## src/rtl/imem_boot_loader_if.sv

```systemverilog
// rtl/imem_boot_loader_if.sv - byte-stream input and instruction-memory write port of the boot loader
interface imem_boot_loader_if #(
  parameter int ADDR_WIDTH = 10
) ();
  logic                  in_valid;
  logic                  in_ready;
  logic [7:0]            in_data;
  logic                  imem_we;
  logic [ADDR_WIDTH-1:0] imem_addr;
  logic [31:0]           imem_wdata;

  modport master (
    output in_valid,
    output in_data,
    input  in_ready,
    input  imem_we,
    input  imem_addr,
    input  imem_wdata
  );

  modport slave (
    input  in_valid,
    input  in_data,
    output in_ready,
    output imem_we,
    output imem_addr,
    output imem_wdata
  );
endinterface

```

## src/rtl/imem_boot_loader.sv

```systemverilog
// rtl/imem_boot_loader.sv - loads a length/payload/checksum byte image into instruction memory
// and holds the core in reset until the image is complete and verified.
module imem_boot_loader #(
  parameter int ADDR_WIDTH = 10,
  parameter int MAX_WORDS  = 1024
) (
  input  logic                  clk,
  input  logic                  rst,
  imem_boot_loader_if.slave     bus,
  output logic                  core_rst,
  output logic                  done,
  output logic                  error,
  output logic [ADDR_WIDTH:0]   words_loaded
);

  typedef enum logic [2:0] {
    S_HDR,
    S_LOAD,
    S_CSUM,
    S_DONE,
    S_ERROR
  } state_e;

  localparam logic [ADDR_WIDTH:0] CNT_ONE = (ADDR_WIDTH+1)'(1);

  state_e                state_q, state_d;
  logic [1:0]            byte_idx_q, byte_idx_d;
  logic [23:0]           asm_q, asm_d;
  logic [ADDR_WIDTH:0]   n_q, n_d;
  logic [31:0]           sum_q, sum_d;
  logic [ADDR_WIDTH:0]   words_q, words_d;
  logic                  in_ready_q, in_ready_d;
  logic                  imem_we_q, imem_we_d;
  logic [ADDR_WIDTH-1:0] imem_addr_q, imem_addr_d;
  logic [31:0]           imem_wdata_q, imem_wdata_d;
  logic                  core_rst_q, core_rst_d;
  logic                  done_q, done_d;
  logic                  error_q, error_d;

  logic                  accept;
  logic [31:0]           full_word;

  // Lower three lanes are held in asm_q; the fourth byte completes the word combinationally.
  assign accept    = bus.in_valid && in_ready_q;
  assign full_word = {bus.in_data, asm_q};

  always_comb begin
    state_d      = state_q;
    byte_idx_d   = byte_idx_q;
    asm_d        = asm_q;
    n_d          = n_q;
    sum_d        = sum_q;
    words_d      = words_q;
    imem_we_d    = 1'b0;
    imem_addr_d  = imem_addr_q;
    imem_wdata_d = imem_wdata_q;

    if (accept) begin
      byte_idx_d = byte_idx_q + 2'd1;
      case (byte_idx_q)
        2'd0:    asm_d[7:0]   = bus.in_data;
        2'd1:    asm_d[15:8]  = bus.in_data;
        2'd2:    asm_d[23:16] = bus.in_data;
        default: asm_d        = asm_q;
      endcase

      if (byte_idx_q == 2'd3) begin
        case (state_q)
          S_HDR: begin
            if (full_word > 32'(MAX_WORDS)) begin
              state_d = S_ERROR;
            end else if (full_word == 32'd0) begin
              state_d = S_CSUM;
            end else begin
              state_d = S_LOAD;
              n_d     = full_word[ADDR_WIDTH:0];
            end
          end
          S_LOAD: begin
            // Write, count and checksum all land on the same edge so imem_addr shows the old count.
            imem_we_d    = 1'b1;
            imem_addr_d  = words_q[ADDR_WIDTH-1:0];
            imem_wdata_d = full_word;
            words_d      = words_q + CNT_ONE;
            sum_d        = sum_q + full_word;
            if (words_q + CNT_ONE == n_q) begin
              state_d = S_CSUM;
            end
          end
          S_CSUM: begin
            state_d = (full_word == sum_q) ? S_DONE : S_ERROR;
          end
          default: state_d = state_q;
        endcase
      end
    end

    in_ready_d = (state_d == S_HDR) || (state_d == S_LOAD) || (state_d == S_CSUM);
    done_d     = (state_d == S_DONE);
    error_d    = (state_d == S_ERROR);
    core_rst_d = (state_d != S_DONE);
  end

  always_ff @(posedge clk) begin
    if (rst) begin
      state_q      <= S_HDR;
      byte_idx_q   <= 2'd0;
      asm_q        <= 24'd0;
      n_q          <= '0;
      sum_q        <= 32'd0;
      words_q      <= '0;
      in_ready_q   <= 1'b0;
      imem_we_q    <= 1'b0;
      imem_addr_q  <= '0;
      imem_wdata_q <= 32'd0;
      core_rst_q   <= 1'b1;
      done_q       <= 1'b0;
      error_q      <= 1'b0;
    end else begin
      state_q      <= state_d;
      byte_idx_q   <= byte_idx_d;
      asm_q        <= asm_d;
      n_q          <= n_d;
      sum_q        <= sum_d;
      words_q      <= words_d;
      in_ready_q   <= in_ready_d;
      imem_we_q    <= imem_we_d;
      imem_addr_q  <= imem_addr_d;
      imem_wdata_q <= imem_wdata_d;
      core_rst_q   <= core_rst_d;
      done_q       <= done_d;
      error_q      <= error_d;
    end
  end

  assign bus.in_ready   = in_ready_q;
  assign bus.imem_we    = imem_we_q;
  assign bus.imem_addr  = imem_addr_q;
  assign bus.imem_wdata = imem_wdata_q;
  assign core_rst       = core_rst_q;
  assign done           = done_q;
  assign error          = error_q;
  assign words_loaded   = words_q;

endmodule

```

## src/flat_wrapper.sv

```systemverilog
// flat-port wrapper written by rule: the top's interface ports become plain ports
module imem_boot_loader_flat 
#(
  parameter int ADDR_WIDTH = 10,
  parameter int MAX_WORDS  = 1024
)
  (clk, rst, core_rst, done, error, words_loaded, bus_in_valid, bus_in_data, bus_in_ready, bus_imem_we, bus_imem_addr, bus_imem_wdata);
  imem_boot_loader_if #(.ADDR_WIDTH(ADDR_WIDTH)) bus_i ();
  input  logic clk;
  input  logic rst;
  output logic core_rst;
  output logic done;
  output logic error;
  output logic [ADDR_WIDTH:0] words_loaded;
  input wire logic [$bits(bus_i.in_valid)-1:0] bus_in_valid;
  input wire logic [$bits(bus_i.in_data)-1:0] bus_in_data;
  output wire logic [$bits(bus_i.in_ready)-1:0] bus_in_ready;
  output wire logic [$bits(bus_i.imem_we)-1:0] bus_imem_we;
  output wire logic [$bits(bus_i.imem_addr)-1:0] bus_imem_addr;
  output wire logic [$bits(bus_i.imem_wdata)-1:0] bus_imem_wdata;
  assign bus_i.in_valid = bus_in_valid;
  assign bus_i.in_data = bus_in_data;
  assign bus_in_ready = bus_i.in_ready;
  assign bus_imem_we = bus_i.imem_we;
  assign bus_imem_addr = bus_i.imem_addr;
  assign bus_imem_wdata = bus_i.imem_wdata;
  imem_boot_loader #(.ADDR_WIDTH(ADDR_WIDTH), .MAX_WORDS(MAX_WORDS)) u_core (.clk(clk), .rst(rst), .bus(bus_i), .core_rst(core_rst), .done(done), .error(error), .words_loaded(words_loaded));
endmodule
```

## config.mk

```make
export PLATFORM = sky130hd
export DESIGN_NAME = imem_boot_loader_flat
export DESIGN_NICKNAME = d
export VERILOG_FILES = /design/src/rtl/imem_boot_loader_if.sv /design/src/rtl/imem_boot_loader.sv /design/src/flat_wrapper.sv
export SDC_FILE = /design/constraint.sdc
export NUM_CORES = 1
export LEC_CHECK = 0
export CELL_PAD_IN_SITES_DETAIL_PLACEMENT = 2
export CELL_PAD_IN_SITES_GLOBAL_PLACEMENT = 2
export CORE_ASPECT_RATIO = 2
export CORE_MARGIN = 2
export CORE_UTILIZATION = 37
export CTS_CLUSTER_DIAMETER = 60
export DETAILED_ROUTE_END_ITERATION = 10
export PLACE_DENSITY = 0.93
export SLEW_MARGIN = 20
export SYNTH_ARGS = -nofsm -noshare
export SYNTH_HDL_FRONTEND = slang
export SYNTH_SLANG_ARGS = --single-unit
export TNS_END_PERCENT = 1
```

## constraint.sdc

```tcl
create_clock -name clk -period 8.9 [get_ports clk]
set_clock_uncertainty 0.15 [all_clocks]
set_input_delay 2.225 -clock clk [delete_from_list [all_inputs] [get_ports clk]]
set_output_delay 2.225 -clock clk [all_outputs]
set_load 0.01 [all_outputs]
```

==> impl_metrics.yaml, run 1 <==
status:
  outcome: "completed"
cells_and_area:
  antenna_cells: 0
  nets: 929
  fin_util: 0.449
  multiInputGateArea_sq_mm: 0.00394
  n_fill_cell: 1990
  final_cell_count_no_fill: 1110
  area_growth_pct: 20.1
  final_layout_size_suffix_gt1_frac: 0.0582
  seq_area_sq_mm: 0.00260
place:
  place_congestion: 0.848
  place_inst: 1078
  dp_hpwl_microns: 20100
  portBuffers: 68
synth:
  syn_avg_cell_area_sq_um: 8.11
  synth_top_cells_by_area: "dfxtp_1 38%, nand2_1 8.1%, a21oi_1 6.9%"
  synthFlopType: "dfxtp_1"
  synth_top_area_frac: 0.384
  synth-seq-area-share: 0.384
  synth_edf_count: 0
  yosysWarnings: 0
  synth_area_sq_mm: 0.00678
  synth_top_area_cell: "dfxtp_1"
  synthMostInstantiatedCell: "nand2_1"
  ys_types: 62
  syn-num-nets: 884
  synthCells: 836
  synth_seq_cells: 130
  synth_common_cells: "146 x nand2_1, 130 x dfxtp_1, 93 x a21oi_1"
  async_flop_share: 0
min_path:
  min_path_type: "reg -> reg"
  min_from: "u_core.bus.imem_addr[7]"
  whs_endpoint: "u_core.bus.imem_addr[7]"
  min_path_cells: 2
global_routing:
  overflow: 0
  use_met1: 0.304
  grt_pass1_wl_microns: 47900
  grtUsageTotal: 0.330
  use_met3: 0.0648
  gr-usage-met2: 0.609
  grt_pass1_vias: 7834
  grt_start_max_net_pins: 66
  busiest_layer: "met2"
  antenna_found_initial: 0
setup_path:
  reg2reg_slack_ps: 5140
  cp-end-kind: "flip-flop"
  cp-start-kind: "input pin"
  crit_type: "in -> reg"
  reg2reg_from: "u_core.asm_q[9]"
  worstPathArrival_ps: 5460
  cp_data_required_time_ps: 9080
  path_max_fanout: 6
  regToRegEndpoint: "u_core.sum_q[20]"
  r2r_cells: 8
die:
  core_sq_mm: 0.0181
  die_h_microns: 195
  ios: 69
  core.rowCount: 70
  die_x_microns: 99.7
  initial_core_util: 0.374
  die_area_sq_mm: 0.0195
clock_network:
  cts_tree: "done"
  post_cts.repair.setup_buffers: 0
  clock_latency_ps: 460
  cts.sinks: 130
  cts_root_buf: "clkbuf_16"
  cts.reportedPaths.clkPinSlew_ps: 60
  clockBufferDepth: 2
  htreeDepth: 4
  ctsHoldBuffers: 0
  cts_resized: 0
  numCtsBuffers: 17
routing:
  drt_wl_total_microns: 31500
  viasPerCell: 6.20
  drc: 0
  drt-initial-drc-count: 287
  wl_per_cell_microns: 28.4
  via_count: 6877
  postRouteAntennaNets: 0
  first_pass_iters: 4
timing:
  finalCritPeriodShare: 0.593
  slew_headroom: 0.363
  setup_viol: 0
  slew_viol_final: 0
  tightestPinTransition_ps: 953
  hold_viol_final: 0
  period_needed_ps: 5270
  tns_ps: 0
  fmax_ghz: 0.190
  rsz0062_at_grt: "no"
power:
  powerDensity_mw_per_mm2: 166
  ir_worst_vdd_v: 0.000133
  leakagePower_uw: 0.00319
run:
  maxCapViolCount: 0
stage by stage:
step           hold WS [ps]  power [uW]  instance area [sq um]  setup slack, ps
2_1_floorplan           286         639                   6780             4320
3_3_place_gp            291         662                   7580             3480
3_5_place_dp            302         666                   7580             3370
4_1_cts                 311        1360                   8140             3710
5_1_grt                 340        1390                   8140             3460
6_report                308        1350                   8140             3630
power by group:
part / switching, uW / internal, uW / leakage, uW
clock network: 310 / 386 / 0.000279
logic: 42.8 / 20.3 / 0.00186
registers: 9.61 / 586 / 0.00105
worst max-delay path by stage:
stage | start | endpoint | slack [ps] | depth (start not counted)
detailed placement | bus_in_data[0] | u_core.sum_q[31] | 3370 | 10
floorplan | bus_in_data[1] | u_core.sum_q[31] | 4320 | 9
CTS | bus_in_data[3] | u_core.core_rst | 3710 | 10
global route | bus_in_data[3] | u_core.core_rst | 3460 | 10
finish | bus_in_data[5] | u_core.core_rst | 3630 | 10
global placement | bus_in_data[0] | u_core.sum_q[31] | 3480 | 10
worst max-delay path, cell delays in order:
cell and delay [ps]:
clkdlybuf4s50_1 680, ha_1 520, nor4_1 400, nand4_1 240, o31ai_1 310, a21boi_0 200
o31ai_1 140, o22ai_1 220, or2_1 300, or2_1 210
placed cells by master, fill, tap and decap left out, drive strengths merged, types with 5 or more instances in the layout:
cell and n:
o31ai 7, o21ai 22, or3 7, a21oi 93, a211o 5, nand3 26, o21bai 5, nor3 11
clkinv 10, o211ai 5, clkdlybuf4s50 67, inv 20, o2111ai 5, a31oi 10, xor2 14, mux2i 34
nand3b 5, nor4 15, clkbuf 17, nor2 79, nand2 147, or2 8, a21o 15, and3 6
a211oi 9, dfxtp 130, ha 36, xnor2 24
metal layers:
layer | routed length [microns] | vias to the layer above
li1 | - | 3047
met1 | 10400 | 3443
met2 | 17400 | 243
met3 | 1140 | 144
met4 | 2540 | 0
met5 | 0 | -
area by class of cell:
| cell class | instances | area share |
|---|---|---|
| Clock buffer | 17 | 0.0523 |
| Clock inverter | 15 | 0.0166 |
| Inverter | 17 | 0.00784 |
| Multi-Input combinational cell | 644 | 0.484 |
| Sequential cell | 130 | 0.320 |
| Tap cell | 216 | 0.0332 |
| Timing Repair Buffer | 71 | 0.0861 |
state kept, by name, summed over array words and instances (netlist names):
signal                 count
u_core.bus.in_ready        1
u_core.done                1
u_core.state_q             3
u_core.asm_q              24
u_core.n_q                11
u_core.bus.imem_wdata     32
u_core.bus.imem_we         1
u_core.core_rst            1
u_core.words_loaded       11
u_core.sum_q              32
u_core.error               1
u_core.bus.imem_addr      10
u_core.byte_idx_q          2
kinds of logic after synthesis:
family	Yosys count	synth area share
AND/OR/NAND/NOR	333	0.224
adder cells (fa/ha/maj)	37	0.0694
AO/OA/AOI/OAI	202	0.188
buffers and inverters	62	0.0356
multiplexers	34	0.0502
XOR/XNOR	38	0.0491
flip-flops	130	0.384
Note: power is estimated with default switching activity, not from simulation.
==> run 2, diff against run 1 <==
--- a/config.mk
+++ b/config.mk
@@ -9,10 +9,10 @@
 export CELL_PAD_IN_SITES_GLOBAL_PLACEMENT = 2
 export CORE_ASPECT_RATIO = 2
 export CORE_MARGIN = 2
-export CORE_UTILIZATION = 37
+export CORE_UTILIZATION = 34
 export CTS_CLUSTER_DIAMETER = 60
 export DETAILED_ROUTE_END_ITERATION = 10
-export PLACE_DENSITY = 0.93
+export PLACE_DENSITY = 0.87
 export SLEW_MARGIN = 20
 export SYNTH_ARGS = -nofsm -noshare
 export SYNTH_HDL_FRONTEND = slang
==> constraint.sdc (replaced) <==
create_clock -name clk -period 5.35 [get_ports clk]
set_clock_uncertainty 0.15 [all_clocks]
set_input_delay 1.3375 -clock clk [delete_from_list [all_inputs] [get_ports clk]]
set_output_delay 1.3375 -clock clk [all_outputs]
set_load 0.01 [all_outputs]
==> run 2 against run 1 <==
Net effect: count of clock-buffer cells in the layout rose by 5; sequential power rose by 66%; clock power rose by 77%; combinational power rose by 66%; critical path type unchanged; design area rose by 2.2%; sequential share of layout area fell by 0.68 points; critical endpoint is now u_core.sum_q[31]; worst hold slack got worse by 5.1 ps; setup slack got worse by 2500 ps; cell count rose by 4.9%.
==> impl_metrics.yaml, run 2 (synthesis gave the netlist of run 1 again) <==
status:
  outcome: "completed"
min_path:
  whs_endpoint: "u_core.bus.imem_addr[1]"
  min_from: "u_core.bus.imem_addr[1]"
  min_path_type: "reg -> reg"
  min_path_cells: 2
global_routing:
  grt_start_max_net_pins: 83
  antenna_found_initial: 0
  grt_pass1_vias: 7770
  grt_pass1_wl_microns: 45000
  overflow: 0
  grtUsageTotal: 0.279
die:
  initial_core_util: 0.343
  die_h_microns: 204
  die_x_microns: 104
  core.rowCount: 73
  core_sq_mm: 0.0197
  die_area_sq_mm: 0.0211
  ios: 69
routing:
  via_count: 6770
  drt-initial-drc-count: 350
  drt_wl_total_microns: 28900
  viasPerCell: 5.82
  postRouteAntennaNets: 0
  wl_per_cell_microns: 24.8
  first_pass_iters: 4
  drc: 0
setup_path:
  r2r_cells: 9
  path_cells: "clkdlybuf4s50_1, ha_1, and3_1, a2111o_1, a2111oi_2, o21ai_1, a311oi_1, xor2_1, or3_1, a21oi_1"
  path_max_fanout: 6
  regToRegEndpoint: "u_core.core_rst"
  cp_data_required_time_ps: 5570
  crit_type: "in -> reg"
  crit_path_start: "bus_in_data[1]"
  reg2reg_from: "u_core.words_loaded[0]"
  reg2reg_slack_ps: 1610
  worstPathArrival_ps: 4430
  cpMaxStageDelayCell: "clkdlybuf4s50_1"
  cp-start-kind: "input pin"
  cp-end-kind: "flip-flop"
  slowest_delay_ps: 490
power:
  powerDensity_mw_per_mm2: 279
  ir_worst_vdd_v: 0.000242
  leakagePower_uw: 0.00324
  finalPower_uw: 2320
timing:
  slew_viol_final: 0
  finalCritPeriodShare: 0.787
  slew_headroom: 0.412
  hold_viol_final: 0
  setup_viol: 0
  tns_ps: 0
  period_needed_ps: 4210
  whs_ps: 303
  tightestPinTransition_ps: 882
  rsz0062_at_grt: "no"
  fmax_ghz: 0.238
cells_and_area:
  final_layout_size_suffix_gt1_frac: 0.0654
  layout_common_cells: "146 x nand2_1, 130 x dfxtp_1, 93 x a21oi_1"
  design_area_sq_mm: 0.00831
  nets: 937
  layout_commonest_cell: "nand2_1"
  antenna_cells: 0
  area_growth_pct: 22.7
place:
  portBuffers: 68
  dp_hpwl_microns: 19300
  place_congestion: 0.883
  dpl_cell_area_sq_mm: 0.00771
clock_network:
  clockBufferDepth: 2
  clock_latency_ps: 440
  post_cts.repair.setup_buffers: 0
  cts.sinks: 130
  cts.reportedPaths.clkPinSlew_ps: 60
  cts_resized: 0
  htreeDepth: 4
  cts_root_buf: "clkbuf_16"
  ctsHoldBuffers: 0
  cts_tree: "done"
  numCtsBuffers: 17
run:
  maxCapViolCount: 0
## run 2: cell count changes in the layout (fill, tap and decap cells not counted), moves of 2 or more
| cell | change |
|---|---|
| buf_4 | +7 |
| clkbuf_8 | +4 |
| clkinv_2 | -4 |
| clkinv_4 | -4 |
| clkinvlp_4 | +2 |
## run 2: how the worst max path moves through the flow
stage | slack [ps] | cells after the start | endpoint
finish | 1140 | 10 | u_core.sum_q[31]
global route | 1070 | 10 | u_core.sum_q[31]
CTS | 1180 | 10 | u_core.core_rst
detailed placement | 720 | 10 | u_core.core_rst
global placement | 890 | 10 | u_core.core_rst
floorplan | 1660 | 9 | u_core.sum_q[31]
## run 2: critical path: cells and delay by family
kind	cells	cell delay (ps)
adder cells (fa/ha/maj)	1	440
AND/OR/NAND/NOR	2	560
XOR/XNOR	1	130
AO/OA/AOI/OAI	5	1480
buffers and inverters	1	490
## run 2: layout make-up
| class | count | area (sq um) |
|---|---|---|
| Timing Repair Buffer | 79 | 773 |
| Sequential cell | 130 | 2600 |
| Multi-Input combinational cell | 644 | 3940 |
| Clock buffer | 22 | 484 |
| Inverter | 17 | 63.8 |
| Tap cell | 262 | 328 |
| Fill cell | 2217 | 11400 |
| Clock inverter | 10 | 123 |
## run 2: per-stage QoR
stage	setup WS (ps)	utilization	cells
floorplan	1660	-	836
finish	1140	0.421	1164
CTS	1180	0.421	1164
detailed placement	721	0.391	1132
global placement	893	0.391	1132
global route	1070	0.421	1164
## run 2: where the power goes
part,internal [uW],total (uW),switching (uW)
clock,740,1230,488
combinational,36.4,105,68.5
sequential,974,990,15.7
total,1750,2320,573
## run 2: per-layer routing
layer / vias to the layer above / wire [microns] / share of wire / GRT usage
li1: 3052 / - / - / -
met2: 184 / 16600 / 0.57 / 0.555
met4: 0 / 1930 / 0.067 / 0.199
met3: 104 / 741 / 0.026 / 0.0412
met1: 3430 / 9650 / 0.33 / 0.250
met5: - / 0 / 0 / 0
==> run 3, diff against run 2 <==
==> constraint.sdc (replaced) <==
create_clock -name clk -period 3.95 [get_ports clk]
set_clock_uncertainty 0.15 [all_clocks]
set_input_delay 0.9875 -clock clk [delete_from_list [all_inputs] [get_ports clk]]
set_output_delay 0.9875 -clock clk [all_outputs]
set_load 0.01 [all_outputs]
==> run 3 against run 2 <==
Net effect: clock power is 28% higher; sequential cell count stayed put; sequential power is 35% higher; design area is 2.2% higher; worst hold slack better by 4.3 ps; wire length is 3.5% higher; critical endpoint is now u_core.sum_q[28]; power is 32% higher; non-clock buffer count is 29 higher; cell count is 2.5% higher; via count is 3.1% higher.
==> impl_metrics.yaml, run 3 (synthesis gave the netlist of run 1 again) <==
min_path:
  min_path_type: "reg -> reg"
setup_path:
  cp-start-kind: "input pin"
  cpMaxStageDelayCell: "o41ai_1"
  path_max_fanout: 4
  crit_type: "in -> reg"
  crit_buf_inv: 2
  slowest_delay_ps: 540
  cp_data_required_time_ps: 4130
  cp-end-kind: "flip-flop"
  worstPathArrival_ps: 4040
  path_cells: "clkdlybuf4s50_1, ha_1, and3_1, a2111o_1, buf_4, and2_1, a31o_2, o41ai_1, xnor2_1, a22o_1"
  critPathTopFamily: "compound AO/OA/AOI/OAI gates"
cells_and_area:
  design_area_sq_mm: 0.00850
  n_fill_cell: 2205
  layout_common_cells: "146 x nand2_1, 130 x dfxtp_1, 93 x a21oi_1"
  layout_commonest_cell: "nand2_1"
  nets: 966
  antenna_cells: 0
  final_layout_size_suffix_gt1_frac: 0.0934
  area_growth_pct: 25.4
global_routing:
  antenna_found_initial: 0
  overflow: 0
  grt_pass1_vias: 7964
  grt_pass1_wl_microns: 46100
  grt_start_max_net_pins: 89
  grtUsageTotal: 0.287
timing:
  tightestPinTransition_ps: 963
  whs_ps: 307
  slew_headroom: 0.358
  setup_viol: 0
  rsz0062_at_grt: "no"
  fmax_ghz: 0.259
  slew_viol_final: 0
  hold_viol_final: 0
  period_needed_ps: 3860
  finalCritPeriodShare: 0.977
routing:
  drt_wl_total_microns: 29900
  wl_per_cell_microns: 25.0
  postRouteAntennaNets: 0
  drc: 0
  first_pass_iters: 4
  drt-initial-drc-count: 262
  viasPerCell: 5.85
  via_count: 6983
power:
  p_switching_uw: 764
  power_frac_comb: 0.051
  leakagePower_uw: 0.00337
  power.internal_uw: 2310
  ir_worst_vdd_v: 0.000319
  switching_share: 0.249
  powerDensity_mw_per_mm2: 361
  clockPowerShare: 0.513
  power_frac_seq: 0.436
clock_network:
  clockBufferDepth: 2
  cts.reportedPaths.clkPinSlew_ps: 60
  cts_tree: "done"
  cts.sinks: 130
  clock_latency_ps: 440
  ctsHoldBuffers: 0
  cts_root_buf: "clkbuf_16"
  numCtsBuffers: 17
  htreeDepth: 4
place:
  portBuffers: 68
  dpl_cell_area_sq_mm: 0.00793
  place_congestion: 0.858
  dp_hpwl_microns: 20500
die:
  core_sq_mm: 0.0197
  ios: 69
  core.rowCount: 73
  initial_core_util: 0.343
  die_area_sq_mm: 0.0211
  die_x_microns: 104
  die_h_microns: 204
status:
  outcome: "completed"
run:
  maxCapViolCount: 0
==> run 3: what timing repair did <==
item | CTS | global route
gates resized for setup | 0 | 1
setup buffers | 0 | 0
endpoints found under the setup margin | 0 | 1
hold endpoints to repair | 0 | 0
==> run 3: worst paths after layout <==
kind | cells past startpoint | slack (ps) | from | endpoint
setup / recovery | 10 | 90 | bus_in_data[0] | u_core.sum_q[28]
hold / removal | 2 | 310 | u_core.bus.imem_addr[3] | u_core.bus.imem_addr[3]
setup reg to reg | 9 | 160 | u_core.asm_q[15] | u_core.core_rst
hold reg to reg | 2 | 310 | u_core.bus.imem_addr[3] | u_core.bus.imem_addr[3]
==> run 3: worst reg2reg max path: stages, from the launching register on <==
cell      delay, ps
dfxtp_1         600
ha_1            460
nor4_1          710
nand4_1         400
o31ai_1         370
a21boi_0        210
o31ai_1         110
o22ai_1         170
or2_1           280
or2_1           210
==> run 3: final cells by class <==
class	instances	area, sq um	area share
Multi-Input combinational cell	644	3950	0.464
Sequential cell	130	2600	0.306
Timing Repair Buffer	108	991	0.117
Clock buffer	20	437	0.0514
Tap cell	262	328	0.0386
Clock inverter	12	131	0.0155
Inverter	17	63.8	0.00751
==> run 3: power groups by stage <==
stage               combinational, uW  clock (uW)  sequential [uW]
floorplan                        82.7           0             1360
detailed placement                147           0             1370
CTS                               153        1600             1340
global route                      166        1660             1340
finish                            156        1580             1340
global placement                  142           0             1370
==> run 3: metrics by stage <==
| step | setup slack (ps) | total power, uW | instances | utilization | TNS (ps) |
|---|---|---|---|---|---|
| 3_3_place_gp | -88.4 | 1510 | 1161 | 0.402 | -88.4 |
| 6_report | 92.5 | 3070 | 1193 | 0.431 | 0 |
| 2_1_floorplan | 612 | 1440 | 836 | - | 0 |
| 4_1_cts | 164 | 3090 | 1193 | 0.430 | 0 |
| 5_1_grt | 6.73 | 3170 | 1193 | 0.431 | 0 |
| 3_5_place_dp | -278 | 1510 | 1161 | 0.402 | -1840 |
==> run 3: routing by layer <==
layer	GRT usage	routed length, microns	vias up
met3	0.0559	1010	123
met5	0	0	-
li1	-	-	3123
met2	0.552	16700	214
met4	0.238	2640	0
met1	0.249	9590	3523
